--- src/rtl/fir_coef_load_ctrl_pkg.sv ---
// Shared types for the FIR coefficient load controller.
package fir_coef_load_ctrl_pkg;

  // Coefficient load sequencing states.
  typedef enum logic [1:0] {
    CL_IDLE    = 2'd0,
    CL_LOADING = 2'd1,
    CL_PENDING = 2'd2,
    CL_SWAP    = 2'd3
  } coef_load_state_type;

endpackage

--- src/rtl/fir_coef_load_ctrl_bank.sv ---
// One coefficient bank: NTAPS x COEF_W registers, single write port,
// combinational read port that returns 0 for out-of-range indices.
module fir_coef_bank #(
  parameter int NTAPS  = 24,
  parameter int COEF_W = 27,
  parameter int ADDR_W = $clog2(NTAPS)
) (
  input  logic              clk,
  input  logic              reset,
  input  logic              we_i,
  input  logic [ADDR_W-1:0] waddr_i,
  input  logic [COEF_W-1:0] wdata_i,
  input  logic [ADDR_W-1:0] raddr_i,
  output logic [COEF_W-1:0] rdata_o
);

  logic [COEF_W-1:0] mem_q [NTAPS];

  // Coefficient storage, cleared on reset so no index ever reads X.
  always_ff @(posedge clk or posedge reset) begin
    if (reset) begin
      for (int i = 0; i < NTAPS; i++) begin
        mem_q[i] <= '0;
      end
    end else if (we_i) begin
      for (int i = 0; i < NTAPS; i++) begin
        if (waddr_i == ADDR_W'(i)) begin
          mem_q[i] <= wdata_i;
        end
      end
    end
  end

  // Decoded read mux; indices beyond the last tap fall through to 0.
  always_comb begin
    rdata_o = '0;
    for (int i = 0; i < NTAPS; i++) begin
      if (raddr_i == ADDR_W'(i)) begin
        rdata_o = mem_q[i];
      end
    end
  end

endmodule

--- src/rtl/fir_coef_load_ctrl.sv ---
// FIR coefficient load controller: fills the shadow bank from the push
// stream and swaps banks only while the multiplier reports idle.
//
//  state      | meaning
//  -----------+-----------------------------------------------------------
//  CL_IDLE    | no load in progress; first push lands at shadow tap 0
//  CL_LOADING | collecting taps 1..NTAPS-1 into the shadow bank
//  CL_PENDING | full set held in shadow, waiting for swap_ok; pushes dropped
//  CL_SWAP    | one cycle: flip active bank; a push here starts the next set
module fir_coef_load_ctrl
  import fir_coef_load_ctrl_pkg::*;
#(
  parameter int   NTAPS  = 24,
  parameter int   COEF_W = 27,
  localparam int  ADDR_W = $clog2(NTAPS)
) (
  input  logic              clk,
  input  logic              reset,
  input  logic              PushCoef,
  input  logic [COEF_W-1:0] CoefIn,
  input  logic              swap_ok,
  input  logic [ADDR_W-1:0] coef_rd_addr,
  output logic [COEF_W-1:0] coef_rd_data,
  output logic              coef_ready,
  output logic              load_busy,
  output logic              active_bank,
  output logic              coef_overflow
);

  localparam logic [ADDR_W-1:0] LAST_TAP = ADDR_W'(NTAPS - 1);

  coef_load_state_type state_q, state_d;
  logic [ADDR_W-1:0]   wr_cnt_q, wr_cnt_d;
  logic                active_bank_q, active_bank_d;
  logic                coef_ready_q, coef_ready_d;
  logic                overflow_q, overflow_d;

  logic                wr_en;
  logic [ADDR_W-1:0]   wr_addr;
  logic                wr_bank;
  logic [COEF_W-1:0]   rd_data0, rd_data1;

  // Controller state registers.
  always_ff @(posedge clk or posedge reset) begin
    if (reset) begin
      state_q       <= CL_IDLE;
      wr_cnt_q      <= '0;
      active_bank_q <= 1'b0;
      coef_ready_q  <= 1'b0;
      overflow_q    <= 1'b0;
    end else begin
      state_q       <= state_d;
      wr_cnt_q      <= wr_cnt_d;
      active_bank_q <= active_bank_d;
      coef_ready_q  <= coef_ready_d;
      overflow_q    <= overflow_d;
    end
  end

  // Next-state, write strobe and bank flip decisions.
  always_comb begin
    state_d       = state_q;
    wr_cnt_d      = wr_cnt_q;
    active_bank_d = active_bank_q;
    coef_ready_d  = coef_ready_q;
    overflow_d    = overflow_q;
    wr_en         = 1'b0;
    wr_addr       = wr_cnt_q;

    unique case (state_q)
      CL_IDLE: begin
        if (PushCoef) begin
          wr_en    = 1'b1;
          wr_addr  = '0;
          wr_cnt_d = ADDR_W'(1);
          state_d  = CL_LOADING;
        end
      end
      CL_LOADING: begin
        if (PushCoef) begin
          wr_en = 1'b1;
          if (wr_cnt_q == LAST_TAP) begin
            wr_cnt_d = '0;
            state_d  = CL_PENDING;
          end else begin
            wr_cnt_d = wr_cnt_q + ADDR_W'(1);
          end
        end
      end
      CL_PENDING: begin
        // The shadow set is complete; anything pushed now has nowhere to go.
        if (PushCoef) begin
          overflow_d = 1'b1;
        end
        if (swap_ok) begin
          state_d = CL_SWAP;
        end
      end
      CL_SWAP: begin
        active_bank_d = ~active_bank_q;
        coef_ready_d  = 1'b1;
        if (PushCoef) begin
          wr_en    = 1'b1;
          wr_addr  = '0;
          wr_cnt_d = ADDR_W'(1);
          state_d  = CL_LOADING;
        end else begin
          state_d  = CL_IDLE;
        end
      end
      default: begin
        state_d = CL_IDLE;
      end
    endcase
  end

  // During SWAP the bank flips at this same edge, so the new shadow is the
  // bank that is active right now.
  assign wr_bank = (state_q == CL_SWAP) ? active_bank_q : ~active_bank_q;

  fir_coef_bank #(
    .NTAPS  (NTAPS),
    .COEF_W (COEF_W),
    .ADDR_W (ADDR_W)
  ) u_bank0 (
    .clk     (clk),
    .reset   (reset),
    .we_i    (wr_en & ~wr_bank),
    .waddr_i (wr_addr),
    .wdata_i (CoefIn),
    .raddr_i (coef_rd_addr),
    .rdata_o (rd_data0)
  );

  fir_coef_bank #(
    .NTAPS  (NTAPS),
    .COEF_W (COEF_W),
    .ADDR_W (ADDR_W)
  ) u_bank1 (
    .clk     (clk),
    .reset   (reset),
    .we_i    (wr_en & wr_bank),
    .waddr_i (wr_addr),
    .wdata_i (CoefIn),
    .raddr_i (coef_rd_addr),
    .rdata_o (rd_data1)
  );

  assign coef_rd_data  = active_bank_q ? rd_data1 : rd_data0;
  assign coef_ready    = coef_ready_q;
  assign load_busy     = (state_q != CL_IDLE);
  assign active_bank   = active_bank_q;
  assign coef_overflow = overflow_q;

endmodule
--- config.mk ---
export PLATFORM = sky130hd
export DESIGN_NAME = fir_coef_load_ctrl
export DESIGN_NICKNAME = d
export VERILOG_FILES = /design/src/rtl/fir_coef_load_ctrl_pkg.sv /design/src/rtl/fir_coef_load_ctrl_bank.sv /design/src/rtl/fir_coef_load_ctrl.sv
export SDC_FILE = /design/constraint.sdc
export NUM_CORES = 2
export LEC_CHECK = 0
export ABC_AREA = 1
export CAP_MARGIN = 30
export CORE_ASPECT_RATIO = 0.75
export CORE_MARGIN = 3
export CORE_UTILIZATION = 60
export CTS_CLUSTER_SIZE = 20
export DETAILED_ROUTE_END_ITERATION = 10
export GPL_ROUTABILITY_DRIVEN = 1
export MAX_ROUTING_LAYER = met4
export PLACE_DENSITY = 0.8
export SLEW_MARGIN = 10
export SYNTH_ARGS = -nofsm -noshare
export SYNTH_HDL_FRONTEND = slang
export SYNTH_SLANG_ARGS = --single-unit
export TNS_END_PERCENT = 50
--- constraint.sdc ---
create_clock -name clk -period 62.5 [get_ports clk]
set_clock_uncertainty 0.05 [all_clocks]
set_input_delay 12.5 -clock clk [delete_from_list [all_inputs] [get_ports clk]]
set_output_delay 12.5 -clock clk [all_outputs]
set_load 0.1 [all_outputs]
* After elaboration in Yosys (flattened, before gate mapping)
Cells that the tools add are included.
Storage, ports and cells: flip-flop bits (word level) 1306, input bits 36, output and inout bits 31
Cells by class: add/subtract/negate cells 1, eq/ne operators 55, multiplexer cells 64, bitwise logic cells 4, reduce and logical (&&, ||, !) cells 58
Operators with widths (count):
- two-way mux 27 bit | 49
- AND reduction 2 bit | 49
- equality test 5 bit, second input constant | 17
- equality test 5 x 4 -> 1 bit, second input constant | 16
- equality test 5 x 3 -> 1 bit, second input constant | 8
- two-way mux 5 bit | 5
- equality test 5 x 2 -> 1 bit, second input constant | 4
- equality test 5 x 1 -> 1 bit, second input constant | 2
- logical NOT 5 bit | 2
- one-hot mux 5 bit (2 select lines) | 1
- two-way mux 2 bit | 4
- != test 2 bit, second input constant | 4
- one-hot mux 2 bit (4 select lines) | 1
- adder 5 x 1 -> 5 bit, second input constant | 1
- equality test 2 bit, second input constant | 2
- two-way mux 1 bit | 4
- AND reduction 4 bit | 1
- nonzero test 2 bit | 2
- AND reduction 3 bit | 1
- OR reduction 3 bit | 1
- AND 1 bit | 2
- equality test 2 x 1 -> 1 bit, second input constant | 1
- logical NOT 2 bit | 1
- != test 2 x 1 -> 1 bit, second input constant | 1
- 2 further kinds | 3

* Longest topological paths before layout
depth after elaboration 26, gate-level depth with buffers 21, depth with buffers taken out 20

* Cells and area by module
A second synthesis with hierarchy kept.
Unflattened totals: cell total of the unflattened synthesis 7148, area total of the unflattened synthesis 58134.5 um^2
By module, submodules not included:
- fir_coef_bank | instances 2, cells each 3517, area each 28522.4 um^2, sequential area each 16215.6 um^2
- fir_coef_load_ctrl | instances 1, cells each 114, area each 1089.8 um^2, sequential area each 250.2 um^2

* Worst setup path before layout
Ideal clock, no wire load.
path kind input port to output port, from in coef_rd_addr[1], to out coef_rd_data[19], data arrival time 14.634 ns, path slack 35.316 ns, stages 18, buffers on the path 1, path through nor2_2 -> nand2_2 -> nor2_2 -> clkbuf_1 -> nand2_1 -> nand4_1 -> nand2_1 -> nand4_1 -> nand2_1 -> nand3_1 -> nand2_1 -> nand3_1 -> nand2_1 -> nand4_1 -> nor2_1 -> nand4_1 -> nand2_1 -> nand2_1
On the way: cells in the longest elaborated chain, start to end 26
RTL lines:
- start, declared | line fir_coef_load_ctrl.sv:22 | input logic [ADDR_W-1:0] coef_rd_addr,
- logical NOT 5 bit | line fir_coef_load_ctrl_bank.sv:38 | if (raddr_i == ADDR_W'(i)) begin
- two-way mux 27 bit (24 in series) | line fir_coef_load_ctrl_bank.sv:38
- two-way mux 27 bit * | line fir_coef_load_ctrl.sv:149 | assign coef_rd_data = active_bank_q ? rd_data1 : rd_data0;
- end, declared | line fir_coef_load_ctrl.sv:23 | output logic [COEF_W-1:0] coef_rd_data,
Every way passes the cells marked *; elsewhere a longest branch is shown, timed or not.

* Worst setup path after layout
from in coef_rd_addr[3], to out coef_rd_data[5]
Same word-level chain as after synthesis.

==> impl_metrics.py <==
metrics = {
    "placement": {
        "dpl.hpwl_mm": 97.24,
        "portBuffers": 66,
        "gp_congestion": 0.8929,
    },
    "synth": {
        "netlist.area_leader.share": 0.5683,
        "synth_cell_types": 30,
        "synth-compound-area-share": 0.1265,
        "ys_warn_count": 0,
        "ys_seq_elements": 1306,
        "synth_xor_area_frac": 0.0003046,
        "yosys.area_share.simple": 0.2434,
        "synthesis.area_mm2": 0.05750,
        "synth_top_family_by_area": "simple AND/OR/NAND/NOR gates",
        "syn_inst": 7089,
        "syn-mean-instance-area_um2": 8.112,
        "synthAdderAreaFrac": 0.001523,
        "yosys.area.top_type": "dfrtp_1",
        "synth_seq_area_share": 0.5683,
        "muxShareOfSynthArea": 0,
        "synthTopCellsByArea": "dfrtp_1, nand2_1, o21ai_0, clkbuf_1, nor2_1",
        "syn_nets": 7132,
    },
    "setup_path": {
        "critPathKind": "input port to primary output",
        "critPathLaunchType": "input port",
        "critPathMaxFanout": 38,
        "endpoint_kind": "primary output",
        "cp_data_arrival_time_ns": 17.79,
        "startpoint": "coef_rd_addr[3]",
        "crit-reg2reg-launch": "state_q[0]",
        "required_ns": 49.95,
    },
    "layout": {
        "final_cell_mix": "nand2_1, o21ai_0, dfrtp_1",
        "nNetsFinal": 6923,
        "utilization": 0.6751,
        "drive_above_1_share": 0.07034,
        "final_common_cell": "nand2_1",
        "fill_cells": 7301,
        "syn_to_final_growth_pct": 10.57,
    },
    "clocking": {
        "cts_resized": 0,
        "cts_setup_buffers": 0,
        "clk_path_buf_depth": 3,
        "cts-root-buf": "clkbuf_16",
        "numCtsBuffers": 118,
        "cts_tree": "built",
        "hold_buffers": 0,
        "clk_latency_ns": 0.72,
        "htree_levels": 3,
        "cts.clk_slew.worst_paths_ns": 0.06,
        "numClockSinks": 1306,
    },
    "routing": {
        "first_pass_iters": 8,
        "route.vias.total": 49290,
        "antenna_left": 0,
        "wl_per_cell_um": 20.34,
        "wl_mm": 167.3,
        "drt-initial-drc-count": 6803,
        "vias_per_cell": 5.994,
        "drc": 0,
    },
    "hold_path": {
        "hp-start": "u_bank0.mem_q[340]",
        "hold_path_class": "flip-flop to flip-flop",
    },
    "global_route": {
        "grt_overflow": 0,
        "antenna_found_initial": 6,
        "grt_start_max_net_pins": 181,
        "grt_pass1_wl_mm": 263.9,
        "grt_use_total": 0.3483,
        "grt_pass1_vias": 47340,
    },
    "sta": {
        "fin_crit_ns": 30.34,
        "report.final.slew_viol_count": 0,
        "grt_setup_unrepaired": "no",
        "hold_violations": 0,
        "setup_viol": 0,
        "slew_headroom": 0.3275,
        "tightestPinTransition_ns": 1.007,
        "fin_tns_setup_ns": 0,
        "clock.fmax_mhz": 32.96,
        "min_period_over_period": 0.4855,
    },
    "die": {
        "num_rows": 97,
        "die_height_um": 274.1,
        "start_util": 0.6106,
        "core_area_mm2": 0.09418,
        "die_x_um": 363.5,
        "dieArea_mm2": 0.09963,
        "io-pin-count": 67,
    },
    "power_and_ir_drop": {
        "powerDensity_mw_per_mm2": 35.39,
        "totalPowerFinal_w": 0.002251,
        "p_leak_nw": 29.21,
        "ir_drop_v": 0.00005068,
    },
    "run": {
        "maxCapViolations": 0,
    },
    "run_status": {
        "outcome": "complete, no violations",
    },
}
-- stage by stage --
step,hold WS (ns),instance area [um2],std cells,worst slack (ns)
after global placement,0.4061,58700,7966,32.35
after global routing,0.4490,63580,8223,32.05
after CTS,0.4312,63340,8207,32.42
after floorplan,0.3955,57500,7089,13.14
after detailed placement,0.4131,59140,7987,32.49
final,0.4271,63580,8223,32.16
-- per-layer routing --
metal  GRT usage  up-vias  share of wire
li1            -    22280              -
met2      0.5115     2569           0.44
met3     0.09750      428           0.12
met1      0.4714    24010           0.41
met5           -        -              0
met4      0.1154        0          0.034
-- flip-flops by register name, indices dropped and copies added (netlist names) --
signal / cells
u_bank0.mem_q: 648
u_bank1.mem_q: 648
wr_cnt_q: 5
state_q: 2
active_bank: 1
coef_overflow: 1
coef_ready: 1
-- cells by family (layout without fill, tap and decap cells) --
group / after synthesis / in the layout
AOI/OAI and AO/OA: 1451 / 1451
xor gates and xnor gates: 2 / 2
adders and majority gates: 7 / 7
DFF: 1306 / 1306
other: 0 / 6
and+or+nand+nor: 3416 / 3416
buffers and inverters: 907 / 798
-- area by class of cell --
class                   count  area [um2]  share of cell area
clock inverters            42       600.6            0.009445
well taps                1237        1548             0.02434
diodes                      6       15.01           0.0002361
flip-flops and latches   1306       32680              0.5140
multi-input cells        4876       21580              0.3393
repair buffers            198        2127             0.03345
clock buffers             178        3602             0.05665
inverters                 380        1434             0.02255
-- report_power, final --
part | switching [W] | internal (W)
logic | 0.000264 | 0.000114
clock network | 0.000327 | 0.000455
registers | 0.0000882 | 0.00100
total | 0.000680 | 0.00157
-- cells in the mapped netlist --
cell type / number
clkbuf_1: 490
nor2_2: 11
clkinv_1: 1
xor2_1: 2
inv_2: 10
nand4_1: 221
and3_1: 1
nand3_1: 158
buf_2: 34
nand2_1: 2497
nand2_2: 3
nor2_4: 3
a22oi_1: 1
or2_0: 19
nor2_1: 376
dfrtp_1: 1306
a21boi_0: 1
inv_1: 369
or2_1: 17
or2_2: 91
ha_1: 7
nand3b_1: 6
nor3_1: 11
a21oi_1: 94
a221oi_1: 1
o21ai_0: 1353
nor3_2: 1
buf_1: 3
nor3b_1: 1
o21bai_1: 1
-- final timing paths --
path,cells after the start,slack [ns],to
hold / removal,2,0.43,u_bank0.mem_q[340]
setup reg to reg,10,58.77,u_bank0.mem_q[559]
max in group asynchronous,7,47.16,u_bank1.mem_q[55]
min in group asynchronous,2,12.12,u_bank0.mem_q[573]
hold reg to reg,2,0.43,u_bank0.mem_q[340]
setup / recovery,15,32.16,coef_rd_data[5]
-- critical path, stage by stage --
cell             delay [ns]
clkdlybuf4s50_1        0.49
nor2_4                 0.17
buf_4                  0.43
inv_2                  0.25
nor3_4                 0.57
buf_4                  0.46
inv_2                  0.40
or2_2                  0.40
nand2_1                0.08
nand4_1                0.07
nor2_1                 0.25
nand4_1                0.18
nand2_1                0.23
nand2_1                0.22
clkdlybuf4s50_1        1.02
Note: power is estimated with default switching activity, not from simulation.
